`config.mk`:
```
export PLATFORM = sky130hd
export DESIGN_NAME = reg_desp_xcvr
export DESIGN_NICKNAME = d
export VERILOG_FILES = /design/src/rtl/reg_desp_pkg.sv /design/src/rtl/reg_desp.sv /design/src/rtl/reg_desp_xcvr.sv /design/src/rtl/reg_desp_ctrl.sv
export SDC_FILE = /design/constraint.sdc
export NUM_CORES = 1
export LEC_CHECK = 0
export CORE_UTILIZATION = 56
export DETAILED_ROUTE_END_ITERATION = 12
export PLACE_DENSITY = 0.82
export SYNTH_ARGS = -nofsm -noshare
export SYNTH_HDL_FRONTEND = slang
export SYNTH_SLANG_ARGS = --single-unit
```
`constraint.sdc`:
```
create_clock -name i_clk -period 3 [get_ports i_clk]
set_input_delay 0.3 -clock i_clk [delete_from_list [all_inputs] [get_ports i_clk]]
set_output_delay 0.3 -clock i_clk [all_outputs]
set_load 0.005 [all_outputs]
```
`src/rtl/reg_desp_pkg.sv`:
```
// Shared encodings for the reg_desp shift register and its sequencing controller.
package reg_desp_pkg;

    typedef logic [1:0] mode_t;

    localparam mode_t MODE_SHIFT = 2'b00;
    localparam mode_t MODE_ROT   = 2'b01;
    localparam mode_t MODE_LOAD  = 2'b10;
    localparam mode_t MODE_HOLD  = 2'b11;

    typedef enum logic [1:0] {
        IDLE  = 2'd0,
        LOAD  = 2'd1,
        SHIFT = 2'd2,
        DONE  = 2'd3
    } state_t;

endpackage

```
`src/rtl/reg_desp.sv`:
```
// Universal shift register: shift/rotate in either direction, parallel load or hold.
module reg_desp
    import reg_desp_pkg::*;
#(
    parameter int WIDTH = 4
) (
    input  logic             i_clk,
    input  logic             i_reset,
    input  logic             i_enb,
    input  logic             i_dir,
    input  mode_t            i_mode,
    input  logic [WIDTH-1:0] i_d,
    input  logic             i_s_in,
    output logic [WIDTH-1:0] o_q,
    output logic             o_s_out
);

    logic [WIDTH-1:0] r_q;

    always_ff @(posedge i_clk) begin
        if (i_reset) begin
            r_q <= '0;
        end else if (i_enb) begin
            case (i_mode)
                MODE_SHIFT: r_q <= i_dir ? {i_s_in, r_q[WIDTH-1:1]} : {r_q[WIDTH-2:0], i_s_in};
                MODE_ROT:   r_q <= i_dir ? {r_q[0], r_q[WIDTH-1:1]} : {r_q[WIDTH-2:0], r_q[WIDTH-1]};
                MODE_LOAD:  r_q <= i_d;
                default:    r_q <= r_q;
            endcase
        end
    end

    // The bit leaving the register on the next shift, so the controller can sample it pre-edge.
    assign o_q     = r_q;
    assign o_s_out = i_dir ? r_q[0] : r_q[WIDTH-1];

endmodule

```
`src/rtl/reg_desp_xcvr.sv`:
```
// Full-duplex word transceiver: the controller closed around its shift register.
module reg_desp_xcvr
    import reg_desp_pkg::*;
#(
    parameter int WIDTH = 4
) (
    input  logic             i_clk,
    input  logic             i_reset,
    input  logic             i_start,
    input  logic             i_dir_req,
    input  logic [WIDTH-1:0] i_data,
    input  logic             i_rx_in,
    output logic             o_busy,
    output logic             o_done,
    output logic             o_tx_bit,
    output logic             o_tx_valid,
    output logic [WIDTH-1:0] o_rx_word
);

    logic             w_enb;
    logic             w_dir;
    mode_t            w_mode;
    logic [WIDTH-1:0] w_d;
    logic             w_s_in;
    logic [WIDTH-1:0] w_q;
    logic             w_s_out;

    reg_desp_ctrl #(.WIDTH(WIDTH)) u_ctrl (
        .i_clk      (i_clk),
        .i_reset    (i_reset),
        .i_start    (i_start),
        .i_dir_req  (i_dir_req),
        .i_data     (i_data),
        .i_rx_in    (i_rx_in),
        .o_busy     (o_busy),
        .o_done     (o_done),
        .o_tx_bit   (o_tx_bit),
        .o_tx_valid (o_tx_valid),
        .o_rx_word  (o_rx_word),
        .o_enb      (w_enb),
        .o_dir      (w_dir),
        .o_mode     (w_mode),
        .o_d        (w_d),
        .o_s_in     (w_s_in),
        .i_q        (w_q),
        .i_s_out    (w_s_out)
    );

    reg_desp #(.WIDTH(WIDTH)) u_reg (
        .i_clk   (i_clk),
        .i_reset (i_reset),
        .i_enb   (w_enb),
        .i_dir   (w_dir),
        .i_mode  (w_mode),
        .i_d     (w_d),
        .i_s_in  (w_s_in),
        .o_q     (w_q),
        .o_s_out (w_s_out)
    );

endmodule

```
`src/rtl/reg_desp_ctrl.sv`:
```
// Sequencer that loads a word into reg_desp, shifts it out WIDTH times while
// shifting rx_in in, and returns the received word with a done pulse.
module reg_desp_ctrl
    import reg_desp_pkg::*;
#(
    parameter int WIDTH = 4
) (
    input  logic             i_clk,
    input  logic             i_reset,
    input  logic             i_start,
    input  logic             i_dir_req,
    input  logic [WIDTH-1:0] i_data,
    input  logic             i_rx_in,
    output logic             o_busy,
    output logic             o_done,
    output logic             o_tx_bit,
    output logic             o_tx_valid,
    output logic [WIDTH-1:0] o_rx_word,
    output logic             o_enb,
    output logic             o_dir,
    output mode_t            o_mode,
    output logic [WIDTH-1:0] o_d,
    output logic             o_s_in,
    input  logic [WIDTH-1:0] i_q,
    input  logic             i_s_out
);

    localparam int CW = (WIDTH > 1) ? $clog2(WIDTH) : 1;
    localparam logic [CW-1:0] CNT_LAST = CW'(WIDTH - 1);

    state_t           r_state;
    logic [CW-1:0]    r_cnt;
    logic [WIDTH-1:0] r_data_q;
    logic             r_dir_q;
    logic             r_enb;
    mode_t            r_mode;
    logic             r_done;
    logic             r_tx_bit;
    logic             r_tx_valid;
    logic [WIDTH-1:0] r_rx_word;

    // Control outputs are registered one state ahead so they are valid for the whole state.
    always_ff @(posedge i_clk) begin
        if (i_reset) begin
            r_state    <= IDLE;
            r_cnt      <= '0;
            r_data_q   <= '0;
            r_dir_q    <= 1'b0;
            r_enb      <= 1'b0;
            r_mode     <= MODE_HOLD;
            r_done     <= 1'b0;
            r_tx_bit   <= 1'b0;
            r_tx_valid <= 1'b0;
            r_rx_word  <= '0;
        end else begin
            r_done     <= 1'b0;
            r_tx_valid <= 1'b0;
            case (r_state)
                IDLE: begin
                    if (i_start) begin
                        r_data_q <= i_data;
                        r_dir_q  <= i_dir_req;
                        r_enb    <= 1'b1;
                        r_mode   <= MODE_LOAD;
                        r_state  <= LOAD;
                    end
                end
                LOAD: begin
                    r_mode  <= MODE_SHIFT;
                    r_cnt   <= '0;
                    r_state <= SHIFT;
                end
                SHIFT: begin
                    r_tx_bit   <= i_s_out;
                    r_tx_valid <= 1'b1;
                    if (r_cnt == CNT_LAST) begin
                        r_cnt   <= '0;
                        r_enb   <= 1'b0;
                        r_mode  <= MODE_HOLD;
                        r_state <= DONE;
                    end else begin
                        r_cnt <= r_cnt + 1'b1;
                    end
                end
                DONE: begin
                    r_rx_word <= i_q;
                    r_done    <= 1'b1;
                    r_state   <= IDLE;
                end
                default: begin
                    r_enb   <= 1'b0;
                    r_mode  <= MODE_HOLD;
                    r_state <= IDLE;
                end
            endcase
        end
    end

    assign o_busy     = (r_state != IDLE);
    assign o_done     = r_done;
    assign o_tx_bit   = r_tx_bit;
    assign o_tx_valid = r_tx_valid;
    assign o_rx_word  = r_rx_word;
    assign o_enb      = r_enb;
    assign o_dir      = r_dir_q;
    assign o_mode     = r_mode;
    assign o_d        = r_data_q;
    // Serial input passes straight through so the bit present in a SHIFT cycle is the one captured.
    assign o_s_in     = (r_state == SHIFT) & i_rx_in;

endmodule

```
After elaboration in Yosys (flattened, before gate mapping)

Index checks and enable logic that the tools add are counted.
Widths: inputs -> output; s select.

Add/sub/neg operators: 1
Equality and inequality tests: 8
Multiplexer cells: 16
Bitwise logic cells: 1
Reduce and logical (&&, ||, !) cells: 12

Operators with widths:

| operator            | number |
|---|---|
| $pmux 4 s3          | 1 |
| $eq 2x2->1 const B  | 4 |
| $mux 2              | 4 |
| $mux 4              | 2 |
| $pmux 2 s4          | 1 |
| $pmux 2 s3          | 1 |
| $reduce_and 2->1    | 3 |
| $reduce_and 3->1    | 2 |
| $reduce_bool 2->1   | 3 |
| $reduce_bool 3->1   | 2 |
| $mux 1              | 5 |
| $eq 2x1->1 const B  | 2 |
| $logic_not 2->1     | 2 |
| $pmux 2 s2          | 1 |
| $add 2x1->2 const B | 1 |
| $ne 2x1->1 const B  | 1 |
| $ne 2x2->1 const B  | 1 |
| $pmux 1 s2          | 1 |
| $and 1x1->1         | 1 |

Register bits after elaboration: 23
Output and inout port bits: 8
Input bits: 9

Longest topological paths before layout

Depth in word-level cells: 4
Gate-level depth with buffers: 6
Mapped depth without buffers: 5

Modules after synthesis

A second synthesis with hierarchy kept.

Cell total of the unflattened synthesis: 127
Area total of the unflattened synthesis: 1193.6 sq um

By module, submodules not included:

| module        | area each (sq um) | cells an instance | times used |
|---|---|---|---|
| reg_desp_ctrl | 850.8             | 91                | 1 |
| reg_desp      | 342.8             | 36                | 1 |

Worst setup path before layout

No wires, ideal clock.

Kind: register to register
Start: register u_ctrl.r_state[0]
End: register u_ctrl.r_mode[0] (netlist: u_ctrl.o_mode[0])
Setup slack: 1347 ps
Buffers on the path: 1
Cell stages (with the launch flop): 7
Data required time: 2880 ps
Arrival time: 1533 ps
Cells stage by stage: dfxtp_1 inv_1 ha_1 buf_6 nor2b_4 or3_1 a211o_1

Cells in the longest elaborated chain, start to end: 3
Elaborated cells on any way between the ends: 8
Classes of those cells: 4 x eq/ne; 1 x mux; 3 x reduce/logical

Ends and longest elaborated chain:

| item                                                | line                | text |
|---|---|---|
| start: declaration                                  | reg_desp_ctrl.sv:31 | `state_t r_state;` |
| start signal: assignment                            | reg_desp_ctrl.sv:45 | `r_state <= IDLE;` |
| start signal: assignment                            | reg_desp_ctrl.sv:65 | `r_state <= LOAD;` |
| start signal: assignment                            | reg_desp_ctrl.sv:71 | `r_state <= SHIFT;` |
| $eq 2x2->1 (tied with other cells)                  | reg_desp_ctrl.sv:58 | `case (r_state)` |
| $ne 2x1->1 (no source line) (tied with other cells) | -                   |  |
| $reduce_and 3->1 (no source line)                   | -                   |  |
| end signal: assignment                              | reg_desp_ctrl.sv:64 | `r_mode <= MODE_LOAD;` |
| end signal: assignment                              | reg_desp_ctrl.sv:69 | `r_mode <= MODE_SHIFT;` |
| end signal: assignment                              | reg_desp_ctrl.sv:79 | `r_mode <= MODE_HOLD;` |
| end: declaration                                    | reg_desp_ctrl.sv:36 | `mode_t r_mode;` |

Parallel ways exist; a longest one is shown, timed or not.
A chain may end at the register's enable or synchronous reset.

Worst setup path in the final report

Start: register u_ctrl.r_state[0]
End: output o_busy

Cells in the longest elaborated chain, start to end: 1

Ends and longest elaborated chain:

| item              | line                | text |
|---|---|---|
| $reduce_bool 2->1 | reg_desp_ctrl.sv:99 | `assign o_busy = (r_state != IDLE);` |
| end: declaration  | reg_desp_xcvr.sv:13 | `output logic o_busy,` |

No other way between the ends.

==> flow_metrics.env <==
export IMPL_nets=156
export IMPL_vias=926
export IMPL_layout_common_cells="dfxtp_1, clkdlybuf4s50_1, ha_1"
export IMPL_clkLatencyLatePin_ns=0.31
export IMPL_syn_inst=122
export IMPL_syn_num_nets=141
export IMPL_dp_hpwl_mm=1.59
export IMPL_die_area_um2=2240
export IMPL_worst_ep_required_time_ns=2.70
export IMPL_gr_total_overflow=0
export IMPL_ys_ff_latch=23
export IMPL_cts_tree="built"
export IMPL_fin_skew_ns=0.0107
export IMPL_rows=16
export IMPL_yosysWarnings=0
export IMPL_yosysTopAreaCell="dfxtp_1"
export IMPL_synth_top_area_share_pct=40.0
export IMPL_p_seq_share_pct=41.5
export IMPL_dp_slack_ns=1.17
export IMPL_cts_setup_buffers=0
export IMPL_antenna_found_initial=0
export IMPL_maxSlewViolCount=0
export IMPL_grt_first_pass_wirelength_mm=3.31
export IMPL_switching_share_pct=37.9
export IMPL_fin_ws_ns=0.998
export IMPL_layout_commonest_cell="dfxtp_1"
export IMPL_dp_cells=159
export IMPL_grt_max_degree=26
export IMPL_clockBufferDepth=2
export IMPL_endpoint_kind="output pin"
export IMPL_synth_distinct_cells=29
export IMPL_clockPowerShare_pct=13.2
export IMPL_cts_hold_buf=0
export IMPL_rsz0062_at_grt="false"
export IMPL_utilization_pct=68.7
export IMPL_cts_repair_resize_count=0
export IMPL_power_leakage_nw=0.499
export IMPL_status="completed"
export IMPL_crit_arrival_ns=1.70
export IMPL_power_density_nw_per_um2=814
export IMPL_maxCapViolCount=0
export IMPL_crit_path_max_fanout=9
export IMPL_ys_seq_area_share_pct=40.0
export IMPL_vias_per_cell=5.68
export IMPL_fin_crit_sh_pct=66.7
export IMPL_wl_per_cell_um=13.0
export IMPL_intPower_w=0.000674
export IMPL_postSynthAreaPerCell_um2=9.44
export IMPL_wl_mm=2.11
export IMPL_place_area_um2=1310
export IMPL_drive_gt1_share_pct=6.62
export IMPL_hold_path_class="flip-flop to flip-flop"
export IMPL_setup_violations=0
export IMPL_io_buffer_count=16
export IMPL_area_growth_pct=15.9
export IMPL_max_freq_mhz=499
export IMPL_numCtsBuffers=3
export IMPL_drtPass1Iterations=3
export IMPL_htree_levels=1
export IMPL_grt_usage_pct=21.4
export IMPL_drtAntennaViolNets=0
export IMPL_die_y_um=47.3
export IMPL_ios=17
export IMPL_grt_pass1_vias=828
export IMPL_start_util_pct=59.3
export IMPL_tightest_slew_ns=0.834
export IMPL_hold_viol_final=0
export IMPL_synth_area_top_cells="dfxtp_1, ha_1, mux2i_1"
export IMPL_combPwrFrac_pct=45.3
export IMPL_crit_type="flip-flop to output pin"
export IMPL_final_area_um2=1330
export IMPL_stdcell_count=163
export IMPL_core_area_um2=1940
export IMPL_cts_sinks=23
export IMPL_critPathLaunchType="flip-flop"
export IMPL_cts_root_buf="clkbuf_4"
export IMPL_p_sw_w=0.000412
export IMPL_syn_area_um2=1150
export IMPL_relSlewSlack_pct=44.2
export IMPL_irDropWorstVdd_uv=596
export IMPL_num_antenna_cells=0
export IMPL_clk_pin_slew_ns=0.13
export IMPL_fin_setup_tns_ns=0
export IMPL_period_minus_slack_ns=2.00
export IMPL_die_x_um=47.3
export IMPL_drt_initial_drc_count=4
export IMPL_drc=0
export IMPL_gp_congestion=0.823
==> logic make-up (layout without fill, tap and decap cells) <==
| logic type | count (synthesis) | after routing | synth area share, % |
|---|---|---|---|
| simple gates | 44 | 44 | 21.5 |
| buf+inv | 11 | 25 | 5.00 |
| fa+ha+maj | 10 | 10 | 10.9 |
| compound gates | 25 | 25 | 14.3 |
| mux | 9 | 9 | 8.26 |
| flops | 23 | 23 | 40.0 |
==> critical path: stages, from the launching register on <==
cell and delay [ns]:
dfxtp_1 0.40, inv_1 0.11, ha_1 0.31, inv_1 0.08, clkdlybuf4s50_1 0.49
==> power groups by stage <==
stage / combinational, W / sequential (W) / clock, W
final: 0.000492 / 0.000451 / 0.000143
after global routing: 0.000552 / 0.000462 / 0.000160
after CTS: 0.000492 / 0.000450 / 0.000147
after detailed placement: 0.000489 / 0.000458 / 0
after global placement: 0.000469 / 0.000455 / 0
after floorplan: 0.000399 / 0.000435 / 0
==> final timing paths <==
path | slack (ns) | start | cells after the start | end
worst min register to register | 0.48 | u_ctrl.o_d[2] | 2 | u_ctrl.o_d[2]
worst max-delay path | 1.0 | u_ctrl.r_state[0] | 4 | o_busy
worst min-delay path | 0.48 | u_ctrl.o_d[2] | 2 | u_ctrl.o_d[2]
worst max register to register | 1.19 | u_ctrl.r_state[0] | 5 | u_ctrl.o_mode[0]
==> area by class of cell <==
type                    count  area (µm²)
flip-flops and latches     23         460
well taps                  27        33.8
multi-input cells          88         633
fillers                   179         608
clock buffers               3        22.5
inverters                   5        18.8
repair buffers             16         160
clock inverters             1        5.00
==> layer usage <==
metal / global-route usage (%) / part of all wire (%) / vias up
li1: - / - / 461
met1: 22.8 / 45 / 436
met2: 37.5 / 50 / 21
met3: 3.85 / 2.9 / 8
met4: 15.4 / 3.0 / 0
met5: 0 / 0 / -
==> stage by stage <==
stage / total power (W) / hold slack, ns
floorplan: 0.000834 / 0.372
global placement: 0.000924 / 0.452
detailed placement: 0.000947 / 0.462
CTS: 0.00109 / 0.479
global route: 0.00117 / 0.498
finish: 0.00109 / 0.479
==> cell usage after synthesis <==
cell / instances
dfxtp_1: 23
ha_1: 10
a21oi_1: 9
nand3_1: 8
nand2_1: 7
nor2_1: 7
nand3b_1: 6
inv_1: 5
mux2i_1: 5
mux2_2: 4
nand2b_1: 4
nor2b_1: 4
o21ai_0: 4
a311oi_1: 3
clkbuf_1: 3
a211o_1: 2
a221oi_1: 2
a311o_1: 2
buf_6: 2
nor3_1: 2
or2b_1: 2
a211oi_1: 1
a31oi_1: 1
buf_2: 1
nor2b_4: 1
nor4_1: 1
nor4b_1: 1
o21ai_1: 1
or3_1: 1
==> state kept, by name, summed over array words and instances, names as in the netlist <==
signal,count
u_ctrl.r_state,2
u_ctrl.r_cnt,2
u_reg.o_q,4
u_ctrl.o_rx_word,4
u_ctrl.o_d,4
u_ctrl.o_done,1
u_ctrl.o_dir,1
u_ctrl.o_enb,1
u_ctrl.o_mode,2
u_ctrl.o_tx_bit,1
u_ctrl.o_tx_valid,1
(Power assumes the default switching activity.)
